===== src/rtl/riscv_pkg.sv =====
// rtl/riscv_pkg.sv - shared constants and fetch state encoding
package riscv_pkg;

    localparam int XLEN = 32;

    localparam logic [XLEN-1:0] NOP_INSTR_C      = 32'h0000_0013;
    localparam logic [XLEN-1:0] RESET_PC_DEFAULT = 32'h0000_0000;

    typedef enum logic [1:0] {
        FETCH_REQ  = 2'd0,
        FETCH_WAIT = 2'd1,
        FETCH_OUT  = 2'd2
    } fetch_state_e;

endpackage


===== src/rtl/instr_fetch_if.sv =====
// rtl/instr_fetch_if.sv - fetch stage memory, redirect and decode-side signals
interface instr_fetch_if
    import riscv_pkg::*;
();
    logic            imem_req_valid;
    logic            imem_req_ready;
    logic [XLEN-1:0] imem_addr;
    logic            imem_rsp_valid;
    logic [XLEN-1:0] imem_rsp_data;
    logic            redirect_valid;
    logic [XLEN-1:0] redirect_pc;
    logic            if_valid;
    logic            if_ready;
    logic [XLEN-1:0] if_instr;
    logic [XLEN-1:0] if_pc;
    logic [XLEN-1:0] if_pc_plus4;

    modport master (
        output imem_req_valid, imem_addr,
        input  imem_req_ready, imem_rsp_valid, imem_rsp_data,
        input  redirect_valid, redirect_pc,
        output if_valid, if_instr, if_pc, if_pc_plus4,
        input  if_ready
    );

    modport slave (
        input  imem_req_valid, imem_addr,
        output imem_req_ready, imem_rsp_valid, imem_rsp_data,
        output redirect_valid, redirect_pc,
        input  if_valid, if_instr, if_pc, if_pc_plus4,
        output if_ready
    );
endinterface


===== src/rtl/if_id_reg.sv =====
// rtl/if_id_reg.sv - fetch-to-decode output register with load/clear/flush
module if_id_reg
    import riscv_pkg::*;
#(
    parameter logic [XLEN-1:0] RESET_PC  = RESET_PC_DEFAULT,
    parameter logic [XLEN-1:0] NOP_INSTR = NOP_INSTR_C
) (
    input  logic            clk,
    input  logic            rst_n,
    input  logic            i_load,
    input  logic            i_clear,
    input  logic            i_flush,
    input  logic [XLEN-1:0] i_instr,
    input  logic [XLEN-1:0] i_pc,
    output logic            o_valid,
    output logic [XLEN-1:0] o_instr,
    output logic [XLEN-1:0] o_pc,
    output logic [XLEN-1:0] o_pc_plus4
);
    logic            r_valid;
    logic [XLEN-1:0] r_instr;
    logic [XLEN-1:0] r_pc;
    logic [XLEN-1:0] r_pc_plus4;

    // Clear/flush leave the PC fields alone; only the instruction is replaced by a NOP.
    always_ff @(posedge clk or negedge rst_n) begin
        if (!rst_n) begin
            r_valid    <= 1'b0;
            r_instr    <= NOP_INSTR;
            r_pc       <= RESET_PC;
            r_pc_plus4 <= RESET_PC + 32'd4;
        end else if (i_flush || i_clear) begin
            r_valid    <= 1'b0;
            r_instr    <= NOP_INSTR;
        end else if (i_load) begin
            r_valid    <= 1'b1;
            r_instr    <= i_instr;
            r_pc       <= i_pc;
            r_pc_plus4 <= i_pc + 32'd4;
        end
    end

    assign o_valid    = r_valid;
    assign o_instr    = r_instr;
    assign o_pc       = r_pc;
    assign o_pc_plus4 = r_pc_plus4;
endmodule


===== src/rtl/instr_fetch.sv =====
// rtl/instr_fetch.sv - PC owner and single-outstanding instruction fetch FSM
module instr_fetch
    import riscv_pkg::*;
#(
    parameter logic [XLEN-1:0] RESET_PC  = RESET_PC_DEFAULT,
    parameter logic [XLEN-1:0] NOP_INSTR = NOP_INSTR_C
) (
    input  logic          clk,
    input  logic          rst_n,
    instr_fetch_if.master bus
);
    fetch_state_e    r_state;
    logic [XLEN-1:0] r_pc;
    logic            r_drop;

    logic            w_load;
    logic            w_clear;
    logic            w_flush;
    logic [XLEN-1:0] w_redirect_pc;
    logic            w_redirect_pc_unused;

    assign w_redirect_pc        = {bus.redirect_pc[XLEN-1:2], 2'b00};
    assign w_redirect_pc_unused = &{1'b0, bus.redirect_pc[1:0]};

    always_ff @(posedge clk or negedge rst_n) begin
        if (!rst_n) begin
            r_state <= FETCH_REQ;
            r_pc    <= RESET_PC;
            r_drop  <= 1'b0;
        end else if (bus.redirect_valid) begin
            r_pc <= w_redirect_pc;
            case (r_state)
                FETCH_REQ: begin
                    // Old address already accepted: its response must be thrown away.
                    if (bus.imem_req_ready) begin
                        r_state <= FETCH_WAIT;
                        r_drop  <= 1'b1;
                    end
                end
                FETCH_WAIT: begin
                    if (bus.imem_rsp_valid) begin
                        r_state <= FETCH_REQ;
                        r_drop  <= 1'b0;
                    end else begin
                        r_drop  <= 1'b1;
                    end
                end
                FETCH_OUT: r_state <= FETCH_REQ;
                default:   r_state <= FETCH_REQ;
            endcase
        end else begin
            case (r_state)
                FETCH_REQ: begin
                    if (bus.imem_req_ready) r_state <= FETCH_WAIT;
                end
                FETCH_WAIT: begin
                    if (bus.imem_rsp_valid) begin
                        if (r_drop) begin
                            r_drop  <= 1'b0;
                            r_state <= FETCH_REQ;
                        end else begin
                            r_pc    <= r_pc + 32'd4;
                            r_state <= FETCH_OUT;
                        end
                    end
                end
                FETCH_OUT: begin
                    if (bus.if_ready) r_state <= FETCH_REQ;
                end
                default: r_state <= FETCH_REQ;
            endcase
        end
    end

    assign w_load  = (r_state == FETCH_WAIT) && bus.imem_rsp_valid && !r_drop && !bus.redirect_valid;
    assign w_clear = (r_state == FETCH_OUT) && bus.if_ready;
    assign w_flush = (r_state == FETCH_OUT) && bus.redirect_valid;

    assign bus.imem_req_valid = (r_state == FETCH_REQ);
    assign bus.imem_addr      = r_pc;

    if_id_reg #(
        .RESET_PC  (RESET_PC),
        .NOP_INSTR (NOP_INSTR)
    ) u_if_id_reg (
        .clk        (clk),
        .rst_n      (rst_n),
        .i_load     (w_load),
        .i_clear    (w_clear),
        .i_flush    (w_flush),
        .i_instr    (bus.imem_rsp_data),
        .i_pc       (r_pc),
        .o_valid    (bus.if_valid),
        .o_instr    (bus.if_instr),
        .o_pc       (bus.if_pc),
        .o_pc_plus4 (bus.if_pc_plus4)
    );
endmodule


===== src/flat_wrapper.sv =====
// flat-port wrapper written by rule: the top's interface ports become plain ports
module instr_fetch_flat import riscv_pkg::*;
#(
    parameter logic [XLEN-1:0] RESET_PC  = RESET_PC_DEFAULT,
    parameter logic [XLEN-1:0] NOP_INSTR = NOP_INSTR_C
)
  (clk, rst_n, bus_imem_req_valid, bus_imem_addr, bus_imem_req_ready, bus_imem_rsp_valid, bus_imem_rsp_data, bus_redirect_valid, bus_redirect_pc, bus_if_valid, bus_if_instr, bus_if_pc, bus_if_pc_plus4, bus_if_ready);
  instr_fetch_if bus_i ();
  input  logic clk;
  input  logic rst_n;
  output wire logic [$bits(bus_i.imem_req_valid)-1:0] bus_imem_req_valid;
  output wire logic [$bits(bus_i.imem_addr)-1:0] bus_imem_addr;
  input wire logic [$bits(bus_i.imem_req_ready)-1:0] bus_imem_req_ready;
  input wire logic [$bits(bus_i.imem_rsp_valid)-1:0] bus_imem_rsp_valid;
  input wire logic [$bits(bus_i.imem_rsp_data)-1:0] bus_imem_rsp_data;
  input wire logic [$bits(bus_i.redirect_valid)-1:0] bus_redirect_valid;
  input wire logic [$bits(bus_i.redirect_pc)-1:0] bus_redirect_pc;
  output wire logic [$bits(bus_i.if_valid)-1:0] bus_if_valid;
  output wire logic [$bits(bus_i.if_instr)-1:0] bus_if_instr;
  output wire logic [$bits(bus_i.if_pc)-1:0] bus_if_pc;
  output wire logic [$bits(bus_i.if_pc_plus4)-1:0] bus_if_pc_plus4;
  input wire logic [$bits(bus_i.if_ready)-1:0] bus_if_ready;
  assign bus_imem_req_valid = bus_i.imem_req_valid;
  assign bus_imem_addr = bus_i.imem_addr;
  assign bus_i.imem_req_ready = bus_imem_req_ready;
  assign bus_i.imem_rsp_valid = bus_imem_rsp_valid;
  assign bus_i.imem_rsp_data = bus_imem_rsp_data;
  assign bus_i.redirect_valid = bus_redirect_valid;
  assign bus_i.redirect_pc = bus_redirect_pc;
  assign bus_if_valid = bus_i.if_valid;
  assign bus_if_instr = bus_i.if_instr;
  assign bus_if_pc = bus_i.if_pc;
  assign bus_if_pc_plus4 = bus_i.if_pc_plus4;
  assign bus_i.if_ready = bus_if_ready;
  instr_fetch #(.RESET_PC(RESET_PC), .NOP_INSTR(NOP_INSTR)) u_core (.clk(clk), .rst_n(rst_n), .bus(bus_i));
endmodule

===== config.mk =====
export PLATFORM = sky130hd
export DESIGN_NAME = instr_fetch_flat
export DESIGN_NICKNAME = d
export VERILOG_FILES = /design/src/rtl/riscv_pkg.sv /design/src/rtl/instr_fetch_if.sv /design/src/rtl/if_id_reg.sv /design/src/rtl/instr_fetch.sv /design/src/flat_wrapper.sv
export SDC_FILE = /design/constraint.sdc
export NUM_CORES = 1
export LEC_CHECK = 0
export ABC_AREA = 1
export BUFFER_PORTS_ARGS = -buffer_cell sky130_fd_sc_hd__buf_2
export CAP_MARGIN = 20
export CORE_UTILIZATION = 40
export DETAILED_ROUTE_END_ITERATION = 8
export MAX_ROUTING_LAYER = met4
export PLACE_DENSITY_LB_ADDON = 0.12
export SYNTH_ARGS = -nofsm -noshare
export SYNTH_HDL_FRONTEND = slang
export SYNTH_HIERARCHICAL = 1
export SYNTH_SLANG_ARGS = --single-unit

===== constraint.sdc =====
create_clock -name clk -period 1.95 [get_ports clk]
set_clock_uncertainty 0.2 [all_clocks]
set_input_delay 0.39 -clock clk [delete_from_list [all_inputs] [get_ports clk]]
set_output_delay 0.39 -clock clk [all_outputs]
set_load 0.1 [all_outputs]

# --- After elaboration in Yosys (flattened, before gate mapping) ---
# Cells that the tools add are included.
# W data, S select, Z words.
classes:
  addsub: 1
  bitwise: 1
  eq_ne: 6
  reduce_logical: 17
  muxes: 22
ops:
  columns: ["operator", "n"]
  rows:
  - ["$mux W32", 6]
  - ["$add A32 B3 Y32 const B", 1]
  - ["$mux W2", 6]
  - ["$reduce_bool A2 Y1", 4]
  - ["$mux W1", 7]
  - ["$ne A3 B3 Y1 const B", 2]
  - ["$pmux W2 S3", 1]
  - ["$logic_and A1 B1 Y1", 5]
  - ["$ne A2 B2 Y1 const B", 2]
  - ["$pmux W2 S2", 1]
  - ["$reduce_and A2 Y1", 2]
  - ["$reduce_and A4 Y1", 1]
  - ["$reduce_and A3 Y1", 1]
  - ["$eq A2 B1 Y1 const B", 1]
  - ["$eq A2 B2 Y1 const B", 1]
  - ["$logic_not A1 Y1", 2]
  - ["$logic_not A2 Y1", 1]
  - ["$pmux W1 S2", 1]
  - ["$logic_or A1 B1 Y1", 1]
  - ["$not A1 Y1", 1]
word_totals:
  out_inout_bits: 130
  elab_cells: 54
  reg_bits: 132
  inputBits: 70

# --- Longest topological paths before layout ---
depth:
  ltp_word: 6
  mapped_depth: 12

# --- Modules after synthesis ---
# The synthesis kept the hierarchy.
modules_own_cells:
  columns: ["mod", "cells_each", "instances", "area_per_inst_um2"]
  rows:
  - ["if_id_reg", 509, 1, 4394.2]
  - ["instr_fetch", 328, 1, 2356.0]

# --- Least setup slack after synthesis ---
# OpenSTA, ideal clock, no wires.
synth_timing:
  path_type: "reg-to-reg"
  start: "register u_core.r_pc[3] (netlist: u_core/bus.imem_addr[3])"
  end: "register u_core.r_pc[26] (netlist: u_core/bus.imem_addr[26])"
  path_stages_with_launch: 11
  setup_slack_ps: -489
  arrival_ps: 2119
  synth_period_minus_slack_ps: 2439
  cell_sequence: "dfrtp_1 -> ha_1 -> nand2_1 -> nor2_1 -> nand2_1 -> nor2_4 -> nand2_1 -> nand2_1 -> nand3_1 -> nand2_1 -> nand2_1"
synth_between:
  elab_chain_cells: 5
synth_lines:
  columns: ["item", "line_no", "rtl"]
  rows:
  - ["from (decl)", "instr_fetch.sv:13", "logic [XLEN-1:0] r_pc;"]
  - ["from (signal assigned)", "instr_fetch.sv:31", "r_pc <= w_redirect_pc;"]
  - ["from (signal assigned)", "instr_fetch.sv:62", "r_pc <= r_pc + 32'd4;"]
  - ["$add A32 B3 Y32", "instr_fetch.sv:62", null]
  - ["$mux W32", "instr_fetch.sv:58", "if (r_drop) begin"]
  - ["$mux W32", "instr_fetch.sv:57", "if (bus.imem_rsp_valid) begin"]
  - ["$mux W32", "instr_fetch.sv:52", "case (r_state)"]
  - ["$mux W32", "instr_fetch.sv:30", "end else if (bus.redirect_valid) begin"]
# Every way passes these cells. The select of a mux whose other input is x is not followed.
# A chain may end at the register's enable or synchronous reset.

# --- Final worst setup path ---
layout_timing:
  start: "register u_core.r_pc[3] (netlist: u_core/bus.imem_addr[3])"
  end: "output bus_imem_addr[3]"
layout_rtl:
  columns: ["item", "line_no", "rtl"]
  rows:
  - ["to (decl)", "flat_wrapper.sv:12", "output wire logic [$bits(bus_i.imem_addr)-1:0] bus_imem_addr;"]
# No word-level cell between the ends.

==> results_dict.tcl <==
set metrics [dict create \
    core_mm2 0.0165 \
    port_buffers 195 \
    initialDrtViolationCount 445 \
    vias 6562 \
    gp_congestion 0.835 \
    design_area_mm2 0.00942 \
    synthFlopType "dfrtp_1" \
    setup_viol 0 \
    place_area_mm2 0.00821 \
    grt_usage_pct 24.8 \
    min_to "u_core/u_if_id_reg/o_instr[0]" \
    report.final.slew_viol_count 0 \
    dp_hpwl_um 14100 \
    cp-start-kind "register" \
    path_clk_slew_ns 0.06 \
    synth.cells.most_frequent "nand2_1, nor2_1, dfrtp_1" \
    grt_max_degree 59 \
    cts_tree "done" \
    drt-pass1-iter-count 5 \
    via_per_inst 4.92 \
    hp-class "input port to register" \
    clockBufferDepth 2 \
    worst-r2r-cell-count 10 \
    rsz0062_at_grt "true" \
    worstPathMaxFanout 6 \
    insertedDiodeCount 0 \
    cts_made_buffers 17 \
    synth-edff-count 0 \
    yosysSeqAreaShare_pct 47.5 \
    die_w_um 132 \
    worst_path_largest_cell_delay_ns 0.52 \
    path_class "register to primary output" \
    antenna_found_initial 0 \
    grt_pass1_wl_um 32700 \
    cap_violations 0 \
    maxSlewHeadroom_pct 65.2 \
    cts-root-buf "clkbuf_16" \
    syn_inst 837 \
    min_period_ns 1.92 \
    nets 1172 \
    grt_pass1_vias 6190 \
    crit-reg2reg-capture "u_core/u_if_id_reg/o_pc_plus4[19]" \
    wirelength_um 20900 \
    ant_nets 0 \
    grt.overflow.total 0 \
    setup_tns_ns 0 \
    status "completed" \
    fmax_mhz 520 \
    crit_path_end_kind "primary output" \
    clock_sinks 128 \
    synth_area_leaders "dfrtp_1, nand2_1, nor2_1" \
    critical-path-slowest-cell "dfrtp_4" \
    synthArstFlopShare_pct 100 \
    synth_seq_cells 128 \
    yosysMostFrequentCell "nand2_1" \
    arrival_ns 1.33 \
    r2r_start "u_core/r_state[1]" \
    tightestPinTransition_ns 0.526 \
    drc 0 \
    worst_ep_required_time_ns 1.36 \
    crit_path_frequent_cell "buf_4" \
    ys_warn_count 6 \
    initial_utilization_pct 40.8 \
    crit_chain "buf_4 > buf_4" \
    drive_above_1_share_pct 32.2 \
    syn_area_per_cell_um2 8.06 \
    wl_per_cell_um 15.7 \
    dieArea_mm2 0.0174 \
    r2r_slack_ns 0.09 \
    min_from "bus_imem_rsp_data[0]" \
    row_count 47 \
    area_growth_pct 39.5 \
    syn_area_mm2 0.00675 \
    holdWs_ns 0.0125 \
    synth_cell_types 39 \
    final_hold_viol_count 0 \
    dieHeight_um 132 \
    htree_levels 4 \
    min_path_cells 2 \
    clock_latency_ns 0.42 \
    fin_crit_sh_pct 98.5 \
    ios 200 \
    synth_area_leader_cell "dfrtp_1" \
    synth_top_cell_area_share_pct 46.0 \
]
through the flow:
step	util, %	worst slack, ns	std cells
2_1_floorplan	-	0.0122	840
5_1_grt	57.0	-0.0425	1333
4_1_cts	56.0	0.0203	1325
3_3_place_gp	49.7	-0.0355	1255
6_report	57.0	0.0285	1333
3_5_place_dp	49.7	-0.0350	1255
cells in the final DEF, fill, tap and decap left out, types with 3 or more instances in the layout:
| cell type | instances |
|---|---|
| inv_1 | 61 |
| a21oi_1 | 6 |
| xnor2_1 | 8 |
| clkbuf_16 | 20 |
| dfrtp_2 | 27 |
| dlygate4sd3_1 | 38 |
| and2_1 | 4 |
| o21ai_0 | 26 |
| nand4_1 | 5 |
| nor2_1 | 124 |
| inv_6 | 4 |
| nor2_2 | 11 |
| nand3_1 | 77 |
| conb_1 | 4 |
| buf_12 | 8 |
| nand2_4 | 3 |
| buf_4 | 62 |
| a22o_1 | 29 |
| inv_2 | 4 |
| o21ai_1 | 9 |
| nand2_1 | 237 |
| buf_2 | 161 |
| dfrtp_1 | 95 |
| o22a_1 | 3 |
| a22oi_2 | 8 |
| a22oi_1 | 7 |
| nand3b_1 | 4 |
| clkinvlp_4 | 5 |
| dfstp_2 | 4 |
| nand2_2 | 6 |
| nor2_4 | 17 |
| xor2_1 | 10 |
state kept, by name, summed over array words and instances, names as in the netlist:
signal and cells:
u_core/u_if_id_reg/o_instr 32, u_core/r_state 2, u_core/r_drop 1, u_core/bus.imem_addr 30
u_core/u_if_id_reg/o_pc 32, u_core/u_if_id_reg/o_pc_plus4 30, u_core/u_if_id_reg/o_valid 1
worst max-delay path by stage:
stage	to	startpoint	depth (start not counted)	slack, ns
after floorplan	u_core/u_if_id_reg/o_pc[2]	u_core/r_state[1]	11	0.01
after global placement	u_core/u_if_id_reg/o_pc_plus4[19]	u_core/r_state[1]	10	-0.04
after detailed placement	u_core/u_if_id_reg/o_pc_plus4[26]	u_core/r_state[1]	10	-0.04
after CTS	bus_imem_addr[3]	u_core/bus.imem_addr[3]	2	0.02
after global routing	u_core/u_if_id_reg/o_pc_plus4[25]	u_core/r_state[1]	10	-0.04
final	bus_imem_addr[3]	u_core/bus.imem_addr[3]	2	0.03
per-layer routing:
layer	vias up	wire, µm	GRT usage (%)
met5	-	0	-
met3	26	1320	4.54
li1	3239	-	-
met2	237	9610	38.0
met4	0	252	7.36
met1	3060	9700	33.6
kinds of logic (layout without fill, tap and decap cells):
group | Yosys count | count (layout) | share of synthesized area [%]
fa+ha+maj | 2 | 2 | 0.371
compound gates | 96 | 96 | 10.4
flops | 128 | 128 | 47.5
buf+inv | 98 | 371 | 6.65
xor+xnor | 18 | 18 | 2.34
simple gates | 494 | 494 | 32.6
other cells | 1 | 4 | 0.0556
area by class of cell:
type / instances / area (µm²)
well taps: 220 / 275
clock buffers: 17 / 425
fillers: 1531 / 7110
clock inverters: 15 / 160
repair buffers: 273 / 1900
multi-input cells: 614 / 3160
inverters: 66 / 250
flip-flops and latches: 128 / 3250
critical path: cells and delay by family, from the launching register on:
family | cells | cell delay [ns]
flip-flops | 1 | 0.52
buffers and inverters | 2 | 0.39
timing repair:
item,CTS,global route
endpoints found under the setup margin,86,71
hold buffers,38,0
hold endpoints to repair,61,0
buffers inserted,0,5
cloned,0,3
gates resized for setup,33,11
pin swaps,0,4
Power is not shown: default switching activity piles up to over one toggle a cycle in this logic, so the estimate is an artifact.
